--- src/rtl/scan_chain_ctrl.sv ---
// scan_chain_ctrl: sequencer for a WIDTH-bit capture/shift/update chain.
// Captures par_in on start, shifts it out LSB-first while shifting ser_in
// into the MSB, then copies the shifted-in word to par_out and pulses done.
module scan_chain_ctrl #(
  parameter int WIDTH = 8,
  parameter int CNT_W = 3
) (
  input  logic             clk,
  input  logic             rst,
  input  logic             start,
  input  logic [WIDTH-1:0] par_in,
  input  logic             ser_in,
  input  logic             stall,
  input  logic             abort,
  output logic             ser_out,
  output logic             shift_en,
  output logic             busy,
  output logic [WIDTH-1:0] par_out,
  output logic             done,
  output logic             aborted
);

  typedef enum logic [1:0] {
    IDLE   = 2'd0,
    SHIFT  = 2'd1,
    UPDATE = 2'd2
  } state_t;

  // The counter holds at its last value on the final shift instead of
  // wrapping, so it never leaves the range 0..WIDTH-1.
  localparam logic [CNT_W-1:0] LAST_CNT = CNT_W'(WIDTH - 1);

  state_t           state_q, state_d;
  logic [WIDTH-1:0] chain_q, chain_d;
  logic [CNT_W-1:0] cnt_q, cnt_d;
  logic [WIDTH-1:0] par_out_q, par_out_d;
  logic             done_q, done_d;
  logic             aborted_q, aborted_d;

  // Next-state and datapath: capture in IDLE, shift/abort/stall in SHIFT,
  // publish the shifted-in word in UPDATE.
  always_comb begin
    state_d   = state_q;
    chain_d   = chain_q;
    cnt_d     = cnt_q;
    par_out_d = par_out_q;
    done_d    = 1'b0;
    aborted_d = 1'b0;
    case (state_q)
      IDLE: begin
        if (start) begin
          chain_d = par_in;
          cnt_d   = '0;
          state_d = SHIFT;
        end
      end
      SHIFT: begin
        if (abort) begin
          state_d   = IDLE;
          aborted_d = 1'b1;
        end else if (!stall) begin
          chain_d = {ser_in, chain_q[WIDTH-1:1]};
          if (cnt_q == LAST_CNT) begin
            state_d = UPDATE;
          end else begin
            cnt_d = cnt_q + 1'b1;
          end
        end
      end
      UPDATE: begin
        par_out_d = chain_q;
        done_d    = 1'b1;
        state_d   = IDLE;
      end
      default: begin
        state_d = IDLE;
      end
    endcase
  end

  // State register with synchronous reset that discards any operation.
  always_ff @(posedge clk) begin
    if (rst) begin
      state_q   <= IDLE;
      chain_q   <= '0;
      cnt_q     <= '0;
      par_out_q <= '0;
      done_q    <= 1'b0;
      aborted_q <= 1'b0;
    end else begin
      state_q   <= state_d;
      chain_q   <= chain_d;
      cnt_q     <= cnt_d;
      par_out_q <= par_out_d;
      done_q    <= done_d;
      aborted_q <= aborted_d;
    end
  end

  // Output decode from registered state.
  always_comb begin
    ser_out  = chain_q[0];
    shift_en = (state_q == SHIFT) && !stall;
    busy     = (state_q != IDLE);
    par_out  = par_out_q;
    done     = done_q;
    aborted  = aborted_q;
  end

endmodule

--- config.mk ---
export PLATFORM = sky130hd
export DESIGN_NAME = scan_chain_ctrl
export DESIGN_NICKNAME = d
export VERILOG_FILES = /design/src/rtl/scan_chain_ctrl.sv
export SDC_FILE = /design/constraint.sdc
export NUM_CORES = 1
export LEC_CHECK = 0
export ABC_CLOCK_PERIOD_IN_PS = 1610
export BUFFER_PORTS_ARGS = -buffer_cell sky130_fd_sc_hd__buf_2
export CELL_PAD_IN_SITES_DETAIL_PLACEMENT = 0
export CELL_PAD_IN_SITES_GLOBAL_PLACEMENT = 1
export CORE_MARGIN = 1
export CORE_UTILIZATION = 35
export CTS_CLUSTER_DIAMETER = 120
export DETAILED_ROUTE_END_ITERATION = 16
export MAX_ROUTING_LAYER = met4
export PLACE_DENSITY = 0.74
export SETUP_SLACK_MARGIN = 0.5
export SYNTH_ARGS = -nofsm -noshare
export SYNTH_HDL_FRONTEND = slang
export SYNTH_SLANG_ARGS = --single-unit
--- constraint.sdc ---
create_clock -name clk -period 1.61 [get_ports clk]
set_input_delay 0.322 -clock clk [delete_from_list [all_inputs] [get_ports clk]]
set_output_delay 0.322 -clock clk [all_outputs]
set_load 0.02 [all_outputs]
; Yosys cells after proc, flatten, opt, wreduce, memory -nomap -nowiden
; Index checks and enable logic that the tools add are counted.
[classes]
n_addsub = 1
n_eq_ne = 9
mux = 16
n_bitwise = 1
reduce_logical = 9
[op_table]
columns = operator, n
row1 = 8-bit two-way mux, 3
row2 = 8-bit case mux with 2 select lines, 1
row3 = 3-bit two-way mux, 4
row4 = 2-bit two-way mux, 4
row5 = "2-bit != test, second input constant", 4
row6 = "3-bit != test, second input constant", 2
row7 = 3-bit case mux with 2 select lines, 1
row8 = 5-bit AND reduction, 1
row9 = 2-bit case mux with 2 select lines, 1
row10 = 4-bit AND reduction, 1
row11 = 2-bit nonzero test, 2
row12 = "3-bit by 1-bit adder with 3-bit output, second input constant", 1
row13 = "3-bit == test, second input constant", 1
row14 = 3-bit AND reduction, 1
row15 = "2-bit by 1-bit == test with 1-bit output, second input constant", 1
row16 = "2-bit == test, second input constant", 1
row17 = 2-bit logical NOT, 1
row18 = 1-bit two-way mux, 2
row19 = 2-bit OR reduction, 1
row20 = 1-bit logical AND, 1
row21 = 1-bit logical NOT, 1
row22 = 1-bit NOT, 1
[word_totals]
register_bits = 23
inputBits = 14
word_cells = 42

; Logic depth before layout (Yosys ltp)
[depth]
ltp_word = 5
ltp_mapped = 5
ltp_nobuf = 5

; Least setup slack after synthesis
; Ideal clock, no wire load.
[synth_path]
kind = register to output
startpoint = register state_q[0]
endpoint = output shift_en
arrival_ns = 1.249
required_time_ns = 1.288
path_slack_ns = 0.039
stages_incl_launch_ff = 4
path_buffers = 2
cell_sequence = dfxtp_1 buf_2 buf_2 nor3b_1
[synth_between]
elab_chain_len = 2
[synth_rtl]
columns = element, line_no
row1 = "start, declared", 33  ; state_t state_q, state_d;
row2 = "start signal, assigned", 91  ; state_q <= state_d;
row3 = 2-bit by 1-bit == test with 1-bit output, 103  ; shift_en = (state_q == SHIFT) && !stall;
row4 = 1-bit logical AND, 103
row5 = "end, declared", 16  ; output logic shift_en,
; No other way between the ends.

; Worst setup path after layout
[layout_path]
startpoint = register cnt_q[1]
endpoint = register cnt_q[0]
[layout_between]
elab_chain_len = 3
[layout_rtl]
columns = element, line_no
row1 = "start, declared", 35  ; logic [CNT_W-1:0] cnt_q, cnt_d;
row2 = "start signal, assigned", 93  ; cnt_q <= cnt_d;
row3 = 3-bit == test, 63  ; if (cnt_q == LAST_CNT) begin
row4 = 2-bit != test (no source line), --
row5 = 5-bit AND reduction (no source line), --
; No other way between the ends.
; A chain may end at the register's enable or synchronous reset.

==> flow_summary_export.csv <==
group,metric,value,unit
critical_path,r2r_slack,180,ps
timing,tightest_slew,307,ps
placement,io_buffers,26,
critical_path,worstSetupEndpointType,"flip-flop",
final_layout,fillCellCount,236,
power_and_ir_drop,leakage,0.000675,uW
yosys,synth_top_area_frac,0.458,
yosys,syn_area_per_cell,9.57,um^2
detailed_routing,via_count,913,
clock_network,cts.clk_slew.worst_paths,120,ps
floorplanning,die_area,3090,um^2
critical_path,startpoint_type,"flip-flop",
worst_hold_path,hp-start,"abort",
worst_hold_path,hold_path_class,"in2reg",
status,outcome,"finished clean",
timing,rsz0062_at_grt,"true",
floorplanning,dieHeight,55.6,um
power_and_ir_drop,swShare,0.272,
grt,grt_antenna_before_repair,0,
grt,grt_pass1_vias,896,
run,cap_violations,0,
yosys,yosysWarnings,0,
critical_path,rr_worst_depth,5,
detailed_routing,dr.first_iter.drc_count,18,
yosys,synth.largest_area_cell,"dfxtp_1",
clock_network,cts_root_buf,"clkbuf_4",
critical_path,cp_max_fo,3,
clock_network,cts.sinks,23,
grt,grt_pass1_wl,4.06,mm
critical_path,reg2reg_to,"cnt_q[0]$_SDFFE_PP0P_",
yosys,synth_commonest_cells,"dfxtp_1 (23), nand2_1 (16), nor3_1 (9), a21oi_1 (8), mux2i_1 (8)",
power_and_ir_drop,pwr-share-seq,0.561,
clock_network,insertion_delay,310,ps
critical_path,max_stage_delay,360,ps
clock_network,ctsHoldBuffers,0,
floorplanning,std_cell_rows,19,
yosys,syn_area,1000,um^2
timing,layout_min_cycle_time,1430,ps
timing,relSlewSlack,0.795,
placement,place.gp.congestion,0.787,
critical_path,path_class,"reg2reg",
detailed_routing,antenna_left,0,
worst_hold_path,min_path_cells,2,
grt,track_usage,0.172,
power_and_ir_drop,p_per_area,661,nW/um^2
power_and_ir_drop,p_switching,298,uW
power_and_ir_drop,comb_power_share,0.194,
grt,grt_start_max_net_pins,19,
timing,fin_crit_sh,0.886,
yosys,ys_types,30,
timing,finalClockSkew,11.1,ps
worst_hold_path,min_to,"aborted$_SDFF_PP0_",
final_layout,nNetsFinal,168,
timing,slew_violations,0,
yosys,synth_edf_count,0,
critical_path,worstPathArrival,1630,ps
timing,setup_tns,0,ps
detailed_routing,drc_errors,0,
yosys,synth_ff_type,"dfxtp_1",
final_layout,post-route-util,0.605,
yosys,yosysMostFrequentCell,"dfxtp_1",
clock_network,cts_tree,"done",
detailed_routing,avgViaCountPerCell,5.02,
yosys,synthTopCellsByArea,"dfxtp_1 (46%), mux2i_1 (8.0%), nand2_1 (6.0%)",
timing,hold_viol,0,
final_layout,antennaDiodeCount,0,
final_layout,synthToLayoutAreaGrowth,64.8,%
yosys,ys_ff_latch,23,
grt,grt-ovfl-total,0,
yosys,ys_seq_area_frac,0.458,
detailed_routing,wl,2.41,mm
final_layout,layout-drive-gt1-share,0.695,
critical_path,r2r-start,"cnt_q[1]$_SDFFE_PP0P_",
detailed_routing,wl_per_cell,13.2,um
yosys,syn-instance-count,105,
clock_network,cts_buffer_depth,2,
critical_path,worst_path_max_delay_cell,"dfxtp_2",
critical_path,cp.required,1810,ps
detailed_routing,dr.pass1.iters,4,
power_and_ir_drop,ir_drop,0.569,mV
power_and_ir_drop,p_int,796,uW
power_and_ir_drop,clkPwrFrac,0.245,
clock_network,htreeDepth,1,
floorplanning,io_pins,27,
placement,dp_hpwl,1.52,mm
yosys,synth_fp_nets,121,
floorplanning,start_util,0.368,
timing,fmax,701,MHz
floorplanning,core_area,2730,um^2
yosys,async_flop_share,0,
critical_path,cp_common_cell,"ha_4",
critical_path,crit_chain,"ha_4 -> ha_4 -> nor4b_4 -> o31ai_4 -> mux2_4",
clock_network,numCtsBuffers,3,
floorplanning,die_w,55.6,um
timing,setup_viol,0,
timing,timing.hold.ws,336,ps
-- power groups by stage --
stage	clock, uW	sequential [uW]	combinational, uW
2_1_floorplan	0	621	106
3_3_place_gp	0	626	140
3_5_place_dp	0	627	143
4_1_cts	276	613	196
5_1_grt	299	618	228
6_report	268	614	212
-- cell type report --
| type | instances | area [um^2] | area share |
|---|---|---|---|
| Clock buffer | 3 | 22.5 | 0.0136 |
| Clock inverter | 1 | 5.00 | 0.00302 |
| Inverter | 1 | 3.75 | 0.00227 |
| Multi-Input combinational cell | 74 | 677 | 0.409 |
| Sequential cell | 23 | 484 | 0.293 |
| Tap cell | 31 | 38.8 | 0.0234 |
| Timing Repair Buffer | 49 | 424 | 0.256 |
-- timing repair --
| item | in CTS | in global routing |
|---|---|---|
| gates cloned | 1 | 0 |
| setup buffers | 10 | 8 |
| resized for setup | 60 | 17 |
| pin swaps | 25 | 9 |
| setup endpoints to repair | 33 | 35 |
-- worst max-delay path: cells and delay by family, from the launching register on --
kind	cells	cell delay (ps)
AND/OR/NAND/NOR	1	270
multiplexers	1	260
flip-flops	1	360
adder cells (fa/ha/maj)	2	320
AO/OA/AOI/OAI	1	120
-- flip-flops by register name, indices dropped and copies added (netlist names) --
signal	count
done	1
par_out	8
aborted	1
cnt_q	3
chain_q	8
state_q	2
-- metal layers --
metal	track usage	wire length (um)	vias up
li1	-	-	464
met3	0.0279	52	2
met1	0.194	988	433
met5	-	0	-
met4	0.0643	18	0
met2	0.305	1350	14
-- worst max-delay path by stage --
stage | startpoint | endpoint | slack (ps) | cells after the start
after floorplan | cnt_q[0]$_SDFFE_PP0P_ | cnt_q[0]$_SDFFE_PP0P_ | 220 | 5
after global placement | cnt_q[0]$_SDFFE_PP0P_ | cnt_q[0]$_SDFFE_PP0P_ | 210 | 5
after detailed placement | cnt_q[0]$_SDFFE_PP0P_ | cnt_q[0]$_SDFFE_PP0P_ | 160 | 5
after CTS | cnt_q[1]$_SDFFE_PP0P_ | cnt_q[0]$_SDFFE_PP0P_ | 180 | 5
after global routing | cnt_q[1]$_SDFFE_PP0P_ | cnt_q[0]$_SDFFE_PP0P_ | 140 | 5
final | cnt_q[1]$_SDFFE_PP0P_ | cnt_q[0]$_SDFFE_PP0P_ | 180 | 5
-- layout by cell type (no fill, tap or decap), types with 2 or more instances in the layout --
cell type,synthesis,routed
nand2_1,16,5
buf_4,0,17
mux2i_1,8,8
nor3_2,0,2
nand2_2,0,10
or2_4,0,2
a22o_1,2,2
dfxtp_1,23,8
buf_2,2,13
nor2_1,2,2
dfxtp_2,0,13
buf_6,2,17
nor3_1,9,7
clkbuf_4,0,3
nor4b_4,1,2
ha_4,0,2
a21oi_2,0,4
or2b_4,0,2
dfxtp_4,0,2
a211oi_2,1,7
buf_12,0,2
a21oi_1,8,4
-- stage by stage --
stage          total power (uW)  std cells  worst slack, ps  instance area, um^2
2_1_floorplan               727        105              225                 1080
3_3_place_gp                767        159              209                 1230
3_5_place_dp                770        159              162                 1230
4_1_cts                    1090        174              183                 1540
5_1_grt                    1150        182              144                 1660
6_report                   1090        182              184                 1660
-- logic make-up after synthesis --
kind of cell,share of synthesized area
compound gates,0.136
fa+ha+maj,0.0249
buf+inv,0.0511
flops,0.458
mux,0.0909
simple gates,0.239
No activity file was read; power rests on OpenSTA's default activity.
